File: src/rtl/pipelined_control_unit_pkg.sv
// Shared control-unit definitions: opcodes, ALU and writeback encodings, and the ID/EX bundle.
package ctrl_pkg;

  localparam int unsigned MaxGpioOut = 8;

  localparam logic [6:0] OpcReg    = 7'b0110011;
  localparam logic [6:0] OpcImm    = 7'b0010011;
  localparam logic [6:0] OpcLui    = 7'b0110111;
  localparam logic [6:0] OpcBranch = 7'b1100011;
  localparam logic [6:0] OpcJal    = 7'b1101111;
  localparam logic [6:0] OpcJalr   = 7'b1100111;
  localparam logic [6:0] OpcSystem = 7'b1110011;

  typedef enum logic [3:0] {
    AluAnd   = 4'b0000,
    AluOr    = 4'b0001,
    AluXor   = 4'b0010,
    AluAdd   = 4'b0011,
    AluSub   = 4'b0100,
    AluMul   = 4'b0101,
    AluMulh  = 4'b0110,
    AluMulhu = 4'b0111,
    AluSll   = 4'b1000,
    AluSrl   = 4'b1001,
    AluSra   = 4'b1010,
    AluSlt   = 4'b1100,
    AluSltu  = 4'b1101
  } aluop_e;

  typedef enum logic [1:0] {
    RegselAlu  = 2'b00,
    RegselCsr  = 2'b01,
    RegselUimm = 2'b10,
    RegselPc4  = 2'b11
  } regsel_e;

  // gpio_we is sized for the largest channel count; unused upper bits stay zero.
  typedef struct packed {
    logic                  valid;
    logic                  alusrc;
    logic                  regwrite;
    regsel_e               regsel;
    aluop_e                aluop;
    logic [4:0]            rd;
    logic [11:0]           csr_addr;
    logic                  csr_en;
    logic [MaxGpioOut-1:0] gpio_we;
    logic                  branch;
    logic                  jal;
    logic                  jalr;
    logic                  illegal;
  } ctrl_t;

endpackage

File: src/rtl/pipelined_control_unit_if.sv
// ID-stage instruction handshake and registered EX-stage control bundle.
interface pipelined_control_unit_if #(
  parameter int unsigned NUM_GPIO_OUT = 2
);
  logic                    instr_valid;
  logic [31:0]             instr;
  logic                    stall;
  logic                    flush;
  logic                    ex_valid;
  logic                    ex_alusrc;
  logic                    ex_regwrite;
  logic [1:0]              ex_regsel;
  logic [3:0]              ex_aluop;
  logic [4:0]              ex_rd;
  logic [11:0]             ex_csr_addr;
  logic                    ex_csr_en;
  logic [NUM_GPIO_OUT-1:0] ex_gpio_we;
  logic                    ex_branch;
  logic                    ex_jal;
  logic                    ex_jalr;
  logic                    ex_illegal;
  logic                    ex_fwd_a;
  logic                    ex_fwd_b;

  modport master (
    output instr_valid, instr, stall, flush,
    input  ex_valid, ex_alusrc, ex_regwrite, ex_regsel, ex_aluop, ex_rd, ex_csr_addr,
           ex_csr_en, ex_gpio_we, ex_branch, ex_jal, ex_jalr, ex_illegal, ex_fwd_a, ex_fwd_b
  );

  modport slave (
    input  instr_valid, instr, stall, flush,
    output ex_valid, ex_alusrc, ex_regwrite, ex_regsel, ex_aluop, ex_rd, ex_csr_addr,
           ex_csr_en, ex_gpio_we, ex_branch, ex_jal, ex_jalr, ex_illegal, ex_fwd_a, ex_fwd_b
  );
endinterface

File: src/rtl/pipelined_control_unit_decode.sv
// Combinational RV32 instruction decoder producing the ID/EX control bundle.
// Define MEXT_EN to decode MUL/MULH/MULHU.
module control_decode
  import ctrl_pkg::*;
#(
  parameter int unsigned NUM_GPIO_OUT  = 2,
  parameter logic [11:0] GPIO_CSR_BASE = 12'hF02,
  parameter logic [3:0]  DEFAULT_ALUOP = 4'b0011
) (
  input  logic [31:0] instr_i,
  output ctrl_t       ctrl_o,
  output logic        uses_rs1_o,
  output logic        uses_rs2_o
);

  logic [6:0] opcode;
  logic [6:0] funct7;
  logic [2:0] funct3;
  logic       illegal;

  assign opcode = instr_i[6:0];
  assign funct3 = instr_i[14:12];
  assign funct7 = instr_i[31:25];

  always_comb begin
    ctrl_o          = '0;
    ctrl_o.valid    = 1'b1;
    ctrl_o.aluop    = aluop_e'(DEFAULT_ALUOP);
    ctrl_o.rd       = instr_i[11:7];
    ctrl_o.csr_addr = instr_i[31:20];
    uses_rs1_o      = 1'b0;
    uses_rs2_o      = 1'b0;
    illegal         = 1'b0;

    case (opcode)
      OpcReg: begin
        ctrl_o.regwrite = 1'b1;
        uses_rs1_o      = 1'b1;
        uses_rs2_o      = 1'b1;
        case (funct7)
          7'b0000000: begin
            case (funct3)
              3'b000:  ctrl_o.aluop = AluAdd;
              3'b001:  ctrl_o.aluop = AluSll;
              3'b010:  ctrl_o.aluop = AluSlt;
              3'b011:  ctrl_o.aluop = AluSltu;
              3'b100:  ctrl_o.aluop = AluXor;
              3'b101:  ctrl_o.aluop = AluSrl;
              3'b110:  ctrl_o.aluop = AluOr;
              default: ctrl_o.aluop = AluAnd;
            endcase
          end
          7'b0100000: begin
            case (funct3)
              3'b000:  ctrl_o.aluop = AluSub;
              3'b101:  ctrl_o.aluop = AluSra;
              default: illegal = 1'b1;
            endcase
          end
          7'b0000001: begin
`ifdef MEXT_EN
            case (funct3)
              3'b000:  ctrl_o.aluop = AluMul;
              3'b001:  ctrl_o.aluop = AluMulh;
              3'b011:  ctrl_o.aluop = AluMulhu;
              default: illegal = 1'b1;
            endcase
`else
            illegal = 1'b1;
`endif
          end
          default: illegal = 1'b1;
        endcase
      end
      OpcImm: begin
        ctrl_o.alusrc   = 1'b1;
        ctrl_o.regwrite = 1'b1;
        uses_rs1_o      = 1'b1;
        case (funct3)
          3'b000: ctrl_o.aluop = AluAdd;
          3'b001: ctrl_o.aluop = AluSll;
          3'b100: ctrl_o.aluop = AluXor;
          3'b110: ctrl_o.aluop = AluOr;
          3'b111: ctrl_o.aluop = AluAnd;
          3'b101: begin
            if (funct7 == 7'b0000000)      ctrl_o.aluop = AluSrl;
            else if (funct7 == 7'b0100000) ctrl_o.aluop = AluSra;
            else                           illegal = 1'b1;
          end
          default: illegal = 1'b1;
        endcase
      end
      OpcLui: begin
        ctrl_o.alusrc   = 1'b1;
        ctrl_o.regwrite = 1'b1;
        ctrl_o.regsel   = RegselUimm;
      end
      OpcBranch: begin
        ctrl_o.branch = 1'b1;
        uses_rs1_o    = 1'b1;
        uses_rs2_o    = 1'b1;
      end
      OpcJal: begin
        ctrl_o.jal      = 1'b1;
        ctrl_o.regwrite = 1'b1;
        ctrl_o.regsel   = RegselPc4;
      end
      OpcJalr: begin
        ctrl_o.jalr     = 1'b1;
        ctrl_o.alusrc   = 1'b1;
        ctrl_o.regwrite = 1'b1;
        ctrl_o.regsel   = RegselPc4;
        uses_rs1_o      = 1'b1;
      end
      OpcSystem: begin
        if (funct3 == 3'b001) begin
          ctrl_o.csr_en   = 1'b1;
          ctrl_o.regwrite = 1'b1;
          ctrl_o.regsel   = RegselCsr;
          uses_rs1_o      = 1'b1;
          for (int unsigned k = 0; k < NUM_GPIO_OUT; k++) begin
            if (instr_i[31:20] == GPIO_CSR_BASE + 12'(k)) ctrl_o.gpio_we[k] = 1'b1;
          end
        end else begin
          illegal = 1'b1;
        end
      end
      default: illegal = 1'b1;
    endcase

    // Illegal encodings still occupy EX but must have no architectural side effects.
    if (illegal) begin
      ctrl_o.illegal  = 1'b1;
      ctrl_o.regwrite = 1'b0;
      ctrl_o.csr_en   = 1'b0;
      ctrl_o.gpio_we  = '0;
      ctrl_o.branch   = 1'b0;
      ctrl_o.jal      = 1'b0;
      ctrl_o.jalr     = 1'b0;
      ctrl_o.regsel   = RegselAlu;
      ctrl_o.aluop    = aluop_e'(DEFAULT_ALUOP);
    end
  end

endmodule

File: src/rtl/pipelined_control_unit.sv
// Registered control unit: ID decode captured into an ID/EX register with stall/flush/bubble
// handling and EX->EX operand forwarding selects. MEXT_EN enables the multiply decode.
module pipelined_control_unit
  import ctrl_pkg::*;
#(
  parameter int unsigned NUM_GPIO_OUT  = 2,
  parameter logic [11:0] GPIO_CSR_BASE = 12'hF02,
  parameter logic [3:0]  DEFAULT_ALUOP = 4'b0011
) (
  input logic                     clk,
  input logic                     rst,
  pipelined_control_unit_if.slave bus
);

  ctrl_t dec_ctrl;
  ctrl_t ctrl_d, ctrl_q;
  logic  uses_rs1, uses_rs2;
  logic  ex_writes_reg;
  logic  fwd_a_d, fwd_a_q;
  logic  fwd_b_d, fwd_b_q;

  function automatic ctrl_t bubble();
    ctrl_t b;
    b       = '0;
    b.aluop = aluop_e'(DEFAULT_ALUOP);
    return b;
  endfunction

  control_decode #(
    .NUM_GPIO_OUT  (NUM_GPIO_OUT),
    .GPIO_CSR_BASE (GPIO_CSR_BASE),
    .DEFAULT_ALUOP (DEFAULT_ALUOP)
  ) u_decode (
    .instr_i    (bus.instr),
    .ctrl_o     (dec_ctrl),
    .uses_rs1_o (uses_rs1),
    .uses_rs2_o (uses_rs2)
  );

  // x0 never hazards, so an EX writer to rd=0 never forwards.
  assign ex_writes_reg = ctrl_q.valid & ctrl_q.regwrite & (ctrl_q.rd != 5'd0);

  always_comb begin
    ctrl_d  = ctrl_q;
    fwd_a_d = fwd_a_q;
    fwd_b_d = fwd_b_q;
    if (bus.flush || (!bus.stall && !bus.instr_valid)) begin
      ctrl_d  = bubble();
      fwd_a_d = 1'b0;
      fwd_b_d = 1'b0;
    end else if (!bus.stall) begin
      ctrl_d  = dec_ctrl;
      fwd_a_d = uses_rs1 & ex_writes_reg & (bus.instr[19:15] == ctrl_q.rd);
      fwd_b_d = uses_rs2 & ex_writes_reg & (bus.instr[24:20] == ctrl_q.rd);
    end
  end

  always_ff @(posedge clk or posedge rst) begin
    if (rst) begin
      ctrl_q  <= bubble();
      fwd_a_q <= 1'b0;
      fwd_b_q <= 1'b0;
    end else begin
      ctrl_q  <= ctrl_d;
      fwd_a_q <= fwd_a_d;
      fwd_b_q <= fwd_b_d;
    end
  end

  assign bus.ex_valid    = ctrl_q.valid;
  assign bus.ex_alusrc   = ctrl_q.alusrc;
  assign bus.ex_regwrite = ctrl_q.regwrite;
  assign bus.ex_regsel   = ctrl_q.regsel;
  assign bus.ex_aluop    = ctrl_q.aluop;
  assign bus.ex_rd       = ctrl_q.rd;
  assign bus.ex_csr_addr = ctrl_q.csr_addr;
  assign bus.ex_csr_en   = ctrl_q.csr_en;
  assign bus.ex_gpio_we  = ctrl_q.gpio_we[NUM_GPIO_OUT-1:0];
  assign bus.ex_branch   = ctrl_q.branch;
  assign bus.ex_jal      = ctrl_q.jal;
  assign bus.ex_jalr     = ctrl_q.jalr;
  assign bus.ex_illegal  = ctrl_q.illegal;
  assign bus.ex_fwd_a    = fwd_a_q;
  assign bus.ex_fwd_b    = fwd_b_q;

endmodule

File: src/flat_wrapper.sv
// flat-port wrapper written by rule: the top's interface ports become plain ports
module pipelined_control_unit_flat import ctrl_pkg::*;
#(
  parameter int unsigned NUM_GPIO_OUT  = 2,
  parameter logic [11:0] GPIO_CSR_BASE = 12'hF02,
  parameter logic [3:0]  DEFAULT_ALUOP = 4'b0011
)
  (clk, rst, bus_instr_valid, bus_instr, bus_stall, bus_flush, bus_ex_valid, bus_ex_alusrc, bus_ex_regwrite, bus_ex_regsel, bus_ex_aluop, bus_ex_rd, bus_ex_csr_addr, bus_ex_csr_en, bus_ex_gpio_we, bus_ex_branch, bus_ex_jal, bus_ex_jalr, bus_ex_illegal, bus_ex_fwd_a, bus_ex_fwd_b);
  pipelined_control_unit_if #(.NUM_GPIO_OUT(NUM_GPIO_OUT)) bus_i ();
  input logic clk;
  input logic rst;
  input wire logic [$bits(bus_i.instr_valid)-1:0] bus_instr_valid;
  input wire logic [$bits(bus_i.instr)-1:0] bus_instr;
  input wire logic [$bits(bus_i.stall)-1:0] bus_stall;
  input wire logic [$bits(bus_i.flush)-1:0] bus_flush;
  output wire logic [$bits(bus_i.ex_valid)-1:0] bus_ex_valid;
  output wire logic [$bits(bus_i.ex_alusrc)-1:0] bus_ex_alusrc;
  output wire logic [$bits(bus_i.ex_regwrite)-1:0] bus_ex_regwrite;
  output wire logic [$bits(bus_i.ex_regsel)-1:0] bus_ex_regsel;
  output wire logic [$bits(bus_i.ex_aluop)-1:0] bus_ex_aluop;
  output wire logic [$bits(bus_i.ex_rd)-1:0] bus_ex_rd;
  output wire logic [$bits(bus_i.ex_csr_addr)-1:0] bus_ex_csr_addr;
  output wire logic [$bits(bus_i.ex_csr_en)-1:0] bus_ex_csr_en;
  output wire logic [$bits(bus_i.ex_gpio_we)-1:0] bus_ex_gpio_we;
  output wire logic [$bits(bus_i.ex_branch)-1:0] bus_ex_branch;
  output wire logic [$bits(bus_i.ex_jal)-1:0] bus_ex_jal;
  output wire logic [$bits(bus_i.ex_jalr)-1:0] bus_ex_jalr;
  output wire logic [$bits(bus_i.ex_illegal)-1:0] bus_ex_illegal;
  output wire logic [$bits(bus_i.ex_fwd_a)-1:0] bus_ex_fwd_a;
  output wire logic [$bits(bus_i.ex_fwd_b)-1:0] bus_ex_fwd_b;
  assign bus_i.instr_valid = bus_instr_valid;
  assign bus_i.instr = bus_instr;
  assign bus_i.stall = bus_stall;
  assign bus_i.flush = bus_flush;
  assign bus_ex_valid = bus_i.ex_valid;
  assign bus_ex_alusrc = bus_i.ex_alusrc;
  assign bus_ex_regwrite = bus_i.ex_regwrite;
  assign bus_ex_regsel = bus_i.ex_regsel;
  assign bus_ex_aluop = bus_i.ex_aluop;
  assign bus_ex_rd = bus_i.ex_rd;
  assign bus_ex_csr_addr = bus_i.ex_csr_addr;
  assign bus_ex_csr_en = bus_i.ex_csr_en;
  assign bus_ex_gpio_we = bus_i.ex_gpio_we;
  assign bus_ex_branch = bus_i.ex_branch;
  assign bus_ex_jal = bus_i.ex_jal;
  assign bus_ex_jalr = bus_i.ex_jalr;
  assign bus_ex_illegal = bus_i.ex_illegal;
  assign bus_ex_fwd_a = bus_i.ex_fwd_a;
  assign bus_ex_fwd_b = bus_i.ex_fwd_b;
  pipelined_control_unit #(.NUM_GPIO_OUT(NUM_GPIO_OUT), .GPIO_CSR_BASE(GPIO_CSR_BASE), .DEFAULT_ALUOP(DEFAULT_ALUOP)) u_core (.clk(clk), .rst(rst), .bus(bus_i));
endmodule
File: config.mk
export PLATFORM = sky130hd
export DESIGN_NAME = pipelined_control_unit_flat
export DESIGN_NICKNAME = d
export VERILOG_FILES = /design/src/rtl/pipelined_control_unit_pkg.sv /design/src/rtl/pipelined_control_unit_if.sv /design/src/rtl/pipelined_control_unit_decode.sv /design/src/rtl/pipelined_control_unit.sv /design/src/flat_wrapper.sv
export SDC_FILE = /design/constraint.sdc
export NUM_CORES = 1
export LEC_CHECK = 0
export ABC_AREA = 1
export BUFFER_PORTS_ARGS = -buffer_cell sky130_fd_sc_hd__buf_2
export CELL_PAD_IN_SITES_DETAIL_PLACEMENT = 0
export CELL_PAD_IN_SITES_GLOBAL_PLACEMENT = 2
export CORE_AREA = 2 2 90 92
export DETAILED_ROUTE_END_ITERATION = 16
export DIE_AREA = 0 0 92 94
export PLACE_DENSITY_LB_ADDON = 0.2
export SETUP_SLACK_MARGIN = 0.15
export SLEW_MARGIN = 20
export SYNTH_ARGS = -nofsm -noshare
export SYNTH_HDL_FRONTEND = slang
export SYNTH_SLANG_ARGS = --single-unit
File: constraint.sdc
create_clock -name clk -period 1.15 [get_ports clk]
set_input_delay 0 -clock clk [delete_from_list [all_inputs] [get_ports clk]]
set_output_delay 0 -clock clk [all_outputs]
set_load 0.05 [all_outputs]
## After elaboration in Yosys (flattened, before gate mapping)

Cells that the tools add are included.

- Register bits: 35
- Input port bits: 37
- Word-level logic and storage cells: 93

- Equal/unequal tests: 20
- Mux-type cells: 37
- Bitwise gates (word level): 6
- Reduce and logical (&&, ||, !) cells: 15

Operators with widths:

| cell | count |
|---|---|
| $mux 39 | 2 |
| $eq 7x7->1 const B | 4 |
| $pmux 4 s7 | 1 |
| $eq 12x12->1 const B | 2 |
| $pmux 4 s2 | 3 |
| $eq 7x6->1 const B | 3 |
| $pmux 4 s5 | 1 |
| $mux 1 | 17 |
| $mux 13 | 1 |
| $eq 3x3->1 const B | 4 |
| $eq 5x5->1 | 2 |
| $reduce_or 5->1 | 2 |
| $mux 4 | 2 |
| $pmux 1 s2 | 4 |
| $reduce_or 4->1 | 2 |
| $eq 7x5->1 const B | 1 |
| $logic_not 7->1 | 1 |
| $mux 7 | 1 |
| $and 1x1->1 | 6 |
| $eq 3x2->1 const B | 2 |
| $pmux 2 s3 | 1 |
| $reduce_or 2->1 | 3 |
| $reduce_bool 5->1 | 1 |
| $mux 2 | 2 |
| 9 further kinds | 10 |

## Logic depth before layout (Yosys ltp)

Gate-level depths: netlist of the first run.

- Depth in word-level cells: 8
- Mapped depth: 10

## Modules after synthesis

Synthesis of the first run repeated with hierarchy kept, for this count alone.

- Cell total of the unflattened synthesis: 355
- Area total of the unflattened synthesis: 2570.0 sq um

By module, submodules not included:

| module | times used | cells an instance | area each (sq um) |
|---|---|---|---|
| pipelined_control_unit | 1 | 220 | 1795.5 |
| control_decode | 1 | 135 | 774.5 |

## Least setup slack after synthesis of the first run

OpenSTA, ideal clock, no wires.

- Path kind: register to register
- Start: reg u_core.ctrl_q (netlist bit u_core.bus.ex_rd[1])
- End: reg u_core.fwd_a_q (netlist: u_core.bus.ex_fwd_a)
- Setup time: 0.118 ns
- Arrival: 1.275 ns
- Required time: 1.032 ns
- Slack: -0.243 ns
- Stages on the path, launching flop included: 7
- Buffers on the path: 0
- Period minus slack after synthesis: 1.393 ns
- Cell sequence: dfrtp_1 > inv_1 > or2_2 > nand4_1 > nor3_1 > nand2_1 > nand2_1

- Longest elaborated chain between the ends: 6

Ends and longest elaborated chain:

| item | RTL line | text |
|---|---|---|
| from (decl) | pipelined_control_unit.sv:16 | `ctrl_t ctrl_d, ctrl_q;` |
| from (signal assigned) | pipelined_control_unit.sv:60 | `ctrl_q <= bubble();` |
| from (signal assigned) | pipelined_control_unit.sv:64 | `ctrl_q <= ctrl_d;` |
| $reduce_bool 5->1 | pipelined_control_unit.sv:41 | `assign ex_writes_reg = ctrl_q.valid & ctrl_q.regwrite & (ctrl_q.rd != 5'd0);` |
| $and 1x1->1 | pipelined_control_unit.sv:41 |  |
| $and 1x1->1 | pipelined_control_unit.sv:53 | `fwd_a_d = uses_rs1 & ex_writes_reg & (bus.instr[19:15] == ctrl_q.rd);` |
| $and 1x1->1 * | pipelined_control_unit.sv:53 |  |
| $mux 1 * | pipelined_control_unit.sv:51 | `end else if (!bus.stall) begin` |
| $mux 1 * | pipelined_control_unit.sv:47 | `if (bus.flush \|\| (!bus.stall && !bus.instr_valid)) begin` |
| to (signal assigned) | pipelined_control_unit.sv:65 | `fwd_a_q <= fwd_a_d;` |
| to (decl) | pipelined_control_unit.sv:19 | `logic fwd_a_d, fwd_a_q;` |

Mark *: on every way between the ends. The rest lies on a longest branch, timed or not. The select of a mux whose other input is x is not followed.
A chain may end at the register's enable or synchronous reset.

## Worst setup path in the final report of the first run

- Start: reg u_core.ctrl_q (netlist bit u_core.bus.ex_rd[4])
- End: reg u_core.fwd_a_q (netlist: u_core.bus.ex_fwd_a)

The elaborated chain is that of the path after synthesis.

==> flow_summary.json, run 1 <==
{
  "status": "finished, final reports clean",
  "ys_warn_count": 0,
  "clkTransAtPathRegs_ns": 0.08,
  "grt-ovfl-total": 0,
  "grtUsageTotal_pct": 14.98,
  "rsz0062_at_grt": "yes",
  "route.detailed.drc": 0,
  "vias": 2040,
  "routedWlPerCell_um": 12.67,
  "min_path_type": "input port to flop",
  "num_rows": 32,
  "syn_area_sq_um": 1934,
  "drt-total-wl_um": 6016,
  "gp_congestion": 0.8611,
  "io_buffers": 71,
  "io_pins": 72,
  "root_buffer": "clkbuf_8",
  "yosysTopAreaCell": "dfrtp_1",
  "synth-main-ff-cell": "dfrtp_1",
  "grt_max_degree": 36,
  "relSlewSlack_pct": 66.07,
  "whs_ns": 0.01415,
  "drv_slew": 0,
  "async_flop_share_pct": 100.0,
  "routed_via_density": 4.295,
  "max-cap-violations": 0,
  "post-route-period-util_pct": 96.81,
  "setup_violations": 0,
  "synth_edf_count": 0,
  "die_y_um": 94,
  "htreeDepth": 2,
  "cts_num_sinks": 35,
  "layout_min_cycle_time_ns": 1.113,
  "hold_viol": 0,
  "path_max_fanout": 5,
  "grt_most_used_layer": "met2",
  "finClkSkew_ns": 0.003820,
  "fillers": 853,
  "path_class": "flop to flop",
  "start_kind": "flop",
  "cts_max_path_buffers": 2,
  "synthDistinctLibCells": 26,
  "ant_nets": 0,
  "ir_drop_v": 0.0003663,
  "tritoncts": "done",
  "syn_nets": 301,
  "met1_usage_pct": 19.97,
  "coreArea_sq_um": 7607,
  "end_kind": "flop",
  "cp_data_required_time_ns": 1.33,
  "ys_ff_latch": 35,
  "postSynthCellCount": 264,
  "worstMarginPinSlew_ns": 0.5044,
  "p_leak_nw": 1.532,
  "grt_pass1_wl_um": 10240,
  "final_common_cell": "nand2_1",
  "syn_to_final_growth_pct": 48.19,
  "yosys-top-cells-area": "dfrtp_1 43%, nand2_1 15%, inv_1 6.4%",
  "cts_buffers": 5,
  "final_cell_mix": "78 x nand2_1, 64 x buf_2, 30 x inv_1, 28 x nor2_1, 28 x dfrtp_1",
  "yosys.area.top_type_share_pct": 42.69,
  "synth_seq_area_share_pct": 45.41,
  "power_density_nw_per_um2": 959.1,
  "n_antenna_cell": 0,
  "avgSynthCellArea_sq_um": 7.327,
  "met2_usage_pct": 24.69,
  "arrival_ns": 1.29,
  "design.die.area_sq_um": 8648,
  "num-nets-final": 409,
  "dp_hpwl_um": 4797,
  "insertion_delay_ns": 0.28,
  "drive_gt1_share_pct": 35.39,
  "grt_pass1_vias": 2110,
  "power_mw": 2.749,
  "fin_ws_ns": 0.03671,
  "fmax_mhz": 898.2,
  "met3_usage_pct": 2.408,
  "drt_iter0_drc": 47,
  "initial_core_util_pct": 25.43,
  "drtPass1Iterations": 4,
  "preCtsSetupSlack_ns": -0.03803,
  "antenna_found_initial": 0,
  "die_w_um": 92
}
critical path, cell delays in order, from the launching register on:
cell and delay, ns:
dfrtp_2 0.46, nor2_1 0.11, nand4_1 0.09, nand4_1 0.17, nor3_2 0.06, nand2_1 0.05, nand2_1 0.05
per-stage QoR:
step	area, sq um	instances	utilization [%]	setup TNS (ns)
floorplan	1946	264	-	0
global placement	2600	456	34.18	-0.05831
detailed placement	2600	456	34.18	-0.1599
CTS	2811	475	36.96	0
global route	2867	475	37.68	-0.09124
finish	2867	475	37.68	0
sequential cells by signal, summed over array words and instances (netlist names), 2 cells and up:
register                cells
u_core.bus.ex_rd            5
u_core.bus.ex_regsel        2
u_core.bus.ex_gpio_we       2
u_core.bus.ex_aluop         4
u_core.bus.ex_csr_addr     12
synthesized netlist by cell type (all sizes together) (4+ instances only):
master and number:
xnor2 6, o21ai 26, nor3 4, nor2 35, nand3 17, inv 35
buf 4, nand4 5, nand2 79, dfrtp 33
power by group:
| part | internal [mW] | switching (mW) |
|---|---|---|
| sequential | 1.27 | 0.0293 |
| combinational | 0.222 | 0.365 |
| clock | 0.414 | 0.451 |
final timing paths:
path / from / to / slack (ns) / cells after the start
worst max-delay path: u_core.bus.ex_rd[4] / u_core.bus.ex_fwd_a / 0.04 / 6
worst min-delay path: bus_instr[22] / u_core.bus.ex_csr_addr[2] / 0.01 / 3
worst max register to register: u_core.bus.ex_rd[4] / u_core.bus.ex_fwd_a / 0.04 / 6
worst min register to register: u_core.bus.ex_csr_addr[6] / u_core.bus.ex_csr_addr[6] / 0.48 / 2
max in group asynchronous: rst / u_core.bus.ex_aluop[1] / 0.59 / 4
min in group asynchronous: rst / u_core.bus.ex_gpio_we[0] / 0.30 / 4
final cells by class:
cell class,instances,area [sq um],area share (%)
clock buffers,5,68.82,2.401
clock inverters,3,15.01,0.5238
inverters,35,131.4,4.583
multi-input cells,189,943.4,32.91
flip-flops and latches,35,884.6,30.86
well taps,102,127.6,4.452
repair buffers,106,695.7,24.27
per-layer routing:
layer | part of all wire (%) | vias to the layer above | wire length (um)
met1 | 46 | 908 | 2789
met3 | 4.5 | 8 | 272
met4 | 1.9 | 0 | 116
met2 | 47 | 70 | 2837
met5 | 0 | - | 0
li1 | - | 1054 | -
cell families (layout without fill, tap and decap cells):
kind of cell              Yosys count  count (layout)  synth area share, %
AOI/OAI and AO/OA                  35              35                10.29
xor gates and xnor gates            8               8                3.622
and+or+nand+nor                   146             146                32.67
buffers and inverters              40             149                8.021
DFF                                35              35                45.41
timing repair:
action | 4_1_cts | 5_1_grt
buffers inserted | 1 | 0
hold buffers | 10 | 0
hold endpoints to repair | 44 | 0
pin swaps | 5 | 1
endpoints found under the setup margin | 5 | 11
gates resized for setup | 6 | 16
(Power assumes the default switching activity.)
==> run 2: changes to the inputs <==
Settings changed: REMOVE_ABC_BUFFERS set to 1.
==> run 2 against run 1 <==
Against the previous run: worst hold slack got worse by 0.0025 ns; via count is 2.3% higher; clock power is 15% higher; count of clock-buffer cells in the layout grew 2; critical path depth unchanged; first-iteration DRC count increased by 30%; register-to-register slack barely moved; sequential cell count unchanged; critical path type unchanged; largest cell class unchanged.
==> flow_summary.json, run 2 (synthesis gave the netlist of run 1 again) <==
{
  "worstMarginPinSlew_ns": 0.4810,
  "clkTransAtPathRegs_ns": 0.08,
  "num-nets-final": 416,
  "htreeDepth": 2,
  "slowest_delay_ns": 0.41,
  "finClkSkew_ns": 0.01010,
  "design.die.area_sq_um": 8648,
  "rr_worst_depth": 6,
  "post-route-util_pct": 38.80,
  "relSlewSlack_pct": 67.64,
  "cp_data_required_time_ns": 1.38,
  "grt_max_degree": 36,
  "finalInstanceArea_sq_um": 2952,
  "layout_min_cycle_time_ns": 1.125,
  "ant_nets": 0,
  "post-route-period-util_pct": 97.80,
  "path_class": "flop to flop",
  "hold_viol": 0,
  "drv_slew": 0,
  "routed_via_density": 4.330,
  "grt_pass1_wl_um": 10060,
  "gp_congestion": 0.8016,
  "routedWlPerCell_um": 12.68,
  "placed_cell_area_sq_um": 2589,
  "die_w_um": 92,
  "grt-ovfl-total": 0,
  "power_density_nw_per_um2": 985.6,
  "path_max_fanout": 4,
  "syn_to_final_growth_pct": 52.59,
  "crit_slowest_cell": "dfrtp_1",
  "vias": 2087,
  "dp_hpwl_um": 4843,
  "n_antenna_cell": 0,
  "cts_max_path_buffers": 2,
  "setup-tns-final_ns": 0,
  "route.detailed.drc": 0,
  "root_buffer": "clkbuf_8",
  "drtPass1Iterations": 4,
  "grtUsageTotal_pct": 14.87,
  "min_path_type": "input port to flop",
  "fmax_mhz": 889.1,
  "end_kind": "flop",
  "num_rows": 32,
  "ir_drop_v": 0.0004472,
  "drt-total-wl_um": 6110,
  "holdPathStages": 3,
  "crit_path_cell_trace": "inv_2, nand4_1, nand4_1, nor3_2, nand2_1, nand2_1",
  "die_y_um": 94,
  "antenna_found_initial": 0,
  "final_cell_mix": "77 x nand2_1, 65 x buf_2, 31 x inv_1, 30 x dfrtp_1",
  "tritoncts": "done",
  "setup_violations": 0,
  "status": "finished, final reports clean",
  "cts_num_sinks": 35,
  "coreArea_sq_um": 7607,
  "drt_iter0_drc": 61,
  "final_common_cell": "nand2_1",
  "io_buffers": 71,
  "max-cap-violations": 0,
  "cts_buffers": 5,
  "arrival_ns": 1.36,
  "insertion_delay_ns": 0.29,
  "grt_pass1_vias": 2046,
  "initial_core_util_pct": 25.43,
  "start_kind": "flop",
  "largest_reg_flops": 12,
  "rsz0062_at_grt": "yes",
  "io_pins": 72,
  "p_leak_nw": 1.574,
  "drive_gt1_share_pct": 35.53
}
==> run 2: per-stage QoR <==
step | setup slack [ns] | std cells | power, mW | hold WS [ns]
floorplan | -0.4791 | 259 | 1.616 | 0.09878
global placement | -0.07464 | 456 | 1.863 | 0.06658
detailed placement | -0.05819 | 456 | 1.861 | 0.06734
CTS | 0.01687 | 479 | 2.937 | 0.001519
global route | -0.07047 | 482 | 3.072 | 0.006491
finish | 0.02531 | 482 | 2.909 | 0.01165
==> run 2: worst paths after layout <==
kind,startpoint,endpoint,slack [ns]
worst max-delay path,u_core.bus.ex_rd[1],u_core.bus.ex_fwd_a,0.03
worst min-delay path,bus_instr[20],u_core.bus.ex_csr_addr[0],0.01
worst max register to register,u_core.bus.ex_rd[1],u_core.bus.ex_fwd_a,0.03
worst min register to register,u_core.bus.ex_csr_addr[7],u_core.bus.ex_csr_addr[7],0.47
max in group asynchronous,rst,u_core.bus.ex_aluop[1],0.59
min in group asynchronous,rst,u_core.bus.ex_csr_addr[8],0.30
==> run 2: final cells by class <==
cell class	instances	area, sq um
clock buffers	7	96.34
inverters	35	131.4
fillers	852	4656
multi-input cells	189	935.9
well taps	102	127.6
flip-flops and latches	35	882.1
repair buffers	113	770.7
clock inverters	1	7.507
==> run 2: where the power goes <==
part           internal, mW  switching, mW
Combinational         0.240          0.371
Clock                 0.545          0.460
Sequential             1.27         0.0267
Total                  2.05          0.858
==> run 2: per-layer routing <==
layer  routed length, um  part of all wire [%]  vias to the layer above  track usage, %
met5                   0                     0                        -               0
met4                 101                   1.7                        0           5.100
met3                 266                   4.4                        7           2.729
li1                    -                     -                     1072               -
met1                2831                    46                      957           19.71
met2                2911                    48                       51           24.45
==> run 2: critical path: cells and delay by family, from the launching register on <==
| family | cells | cell delay (ns) |
|---|---|---|
| and+or+nand+nor | 5 | 0.60 |
| DFF | 1 | 0.41 |
| buffers and inverters | 1 | 0.07 |
==> run 2: timing repair <==
item | 4_1_cts | 5_1_grt
endpoints found under the setup margin | 8 | 12
setup buffers | 4 | 3
pin swaps | 8 | 6
hold buffers | 11 | 0
endpoints found under the hold margin | 45 | 0
resized for setup | 16 | 16
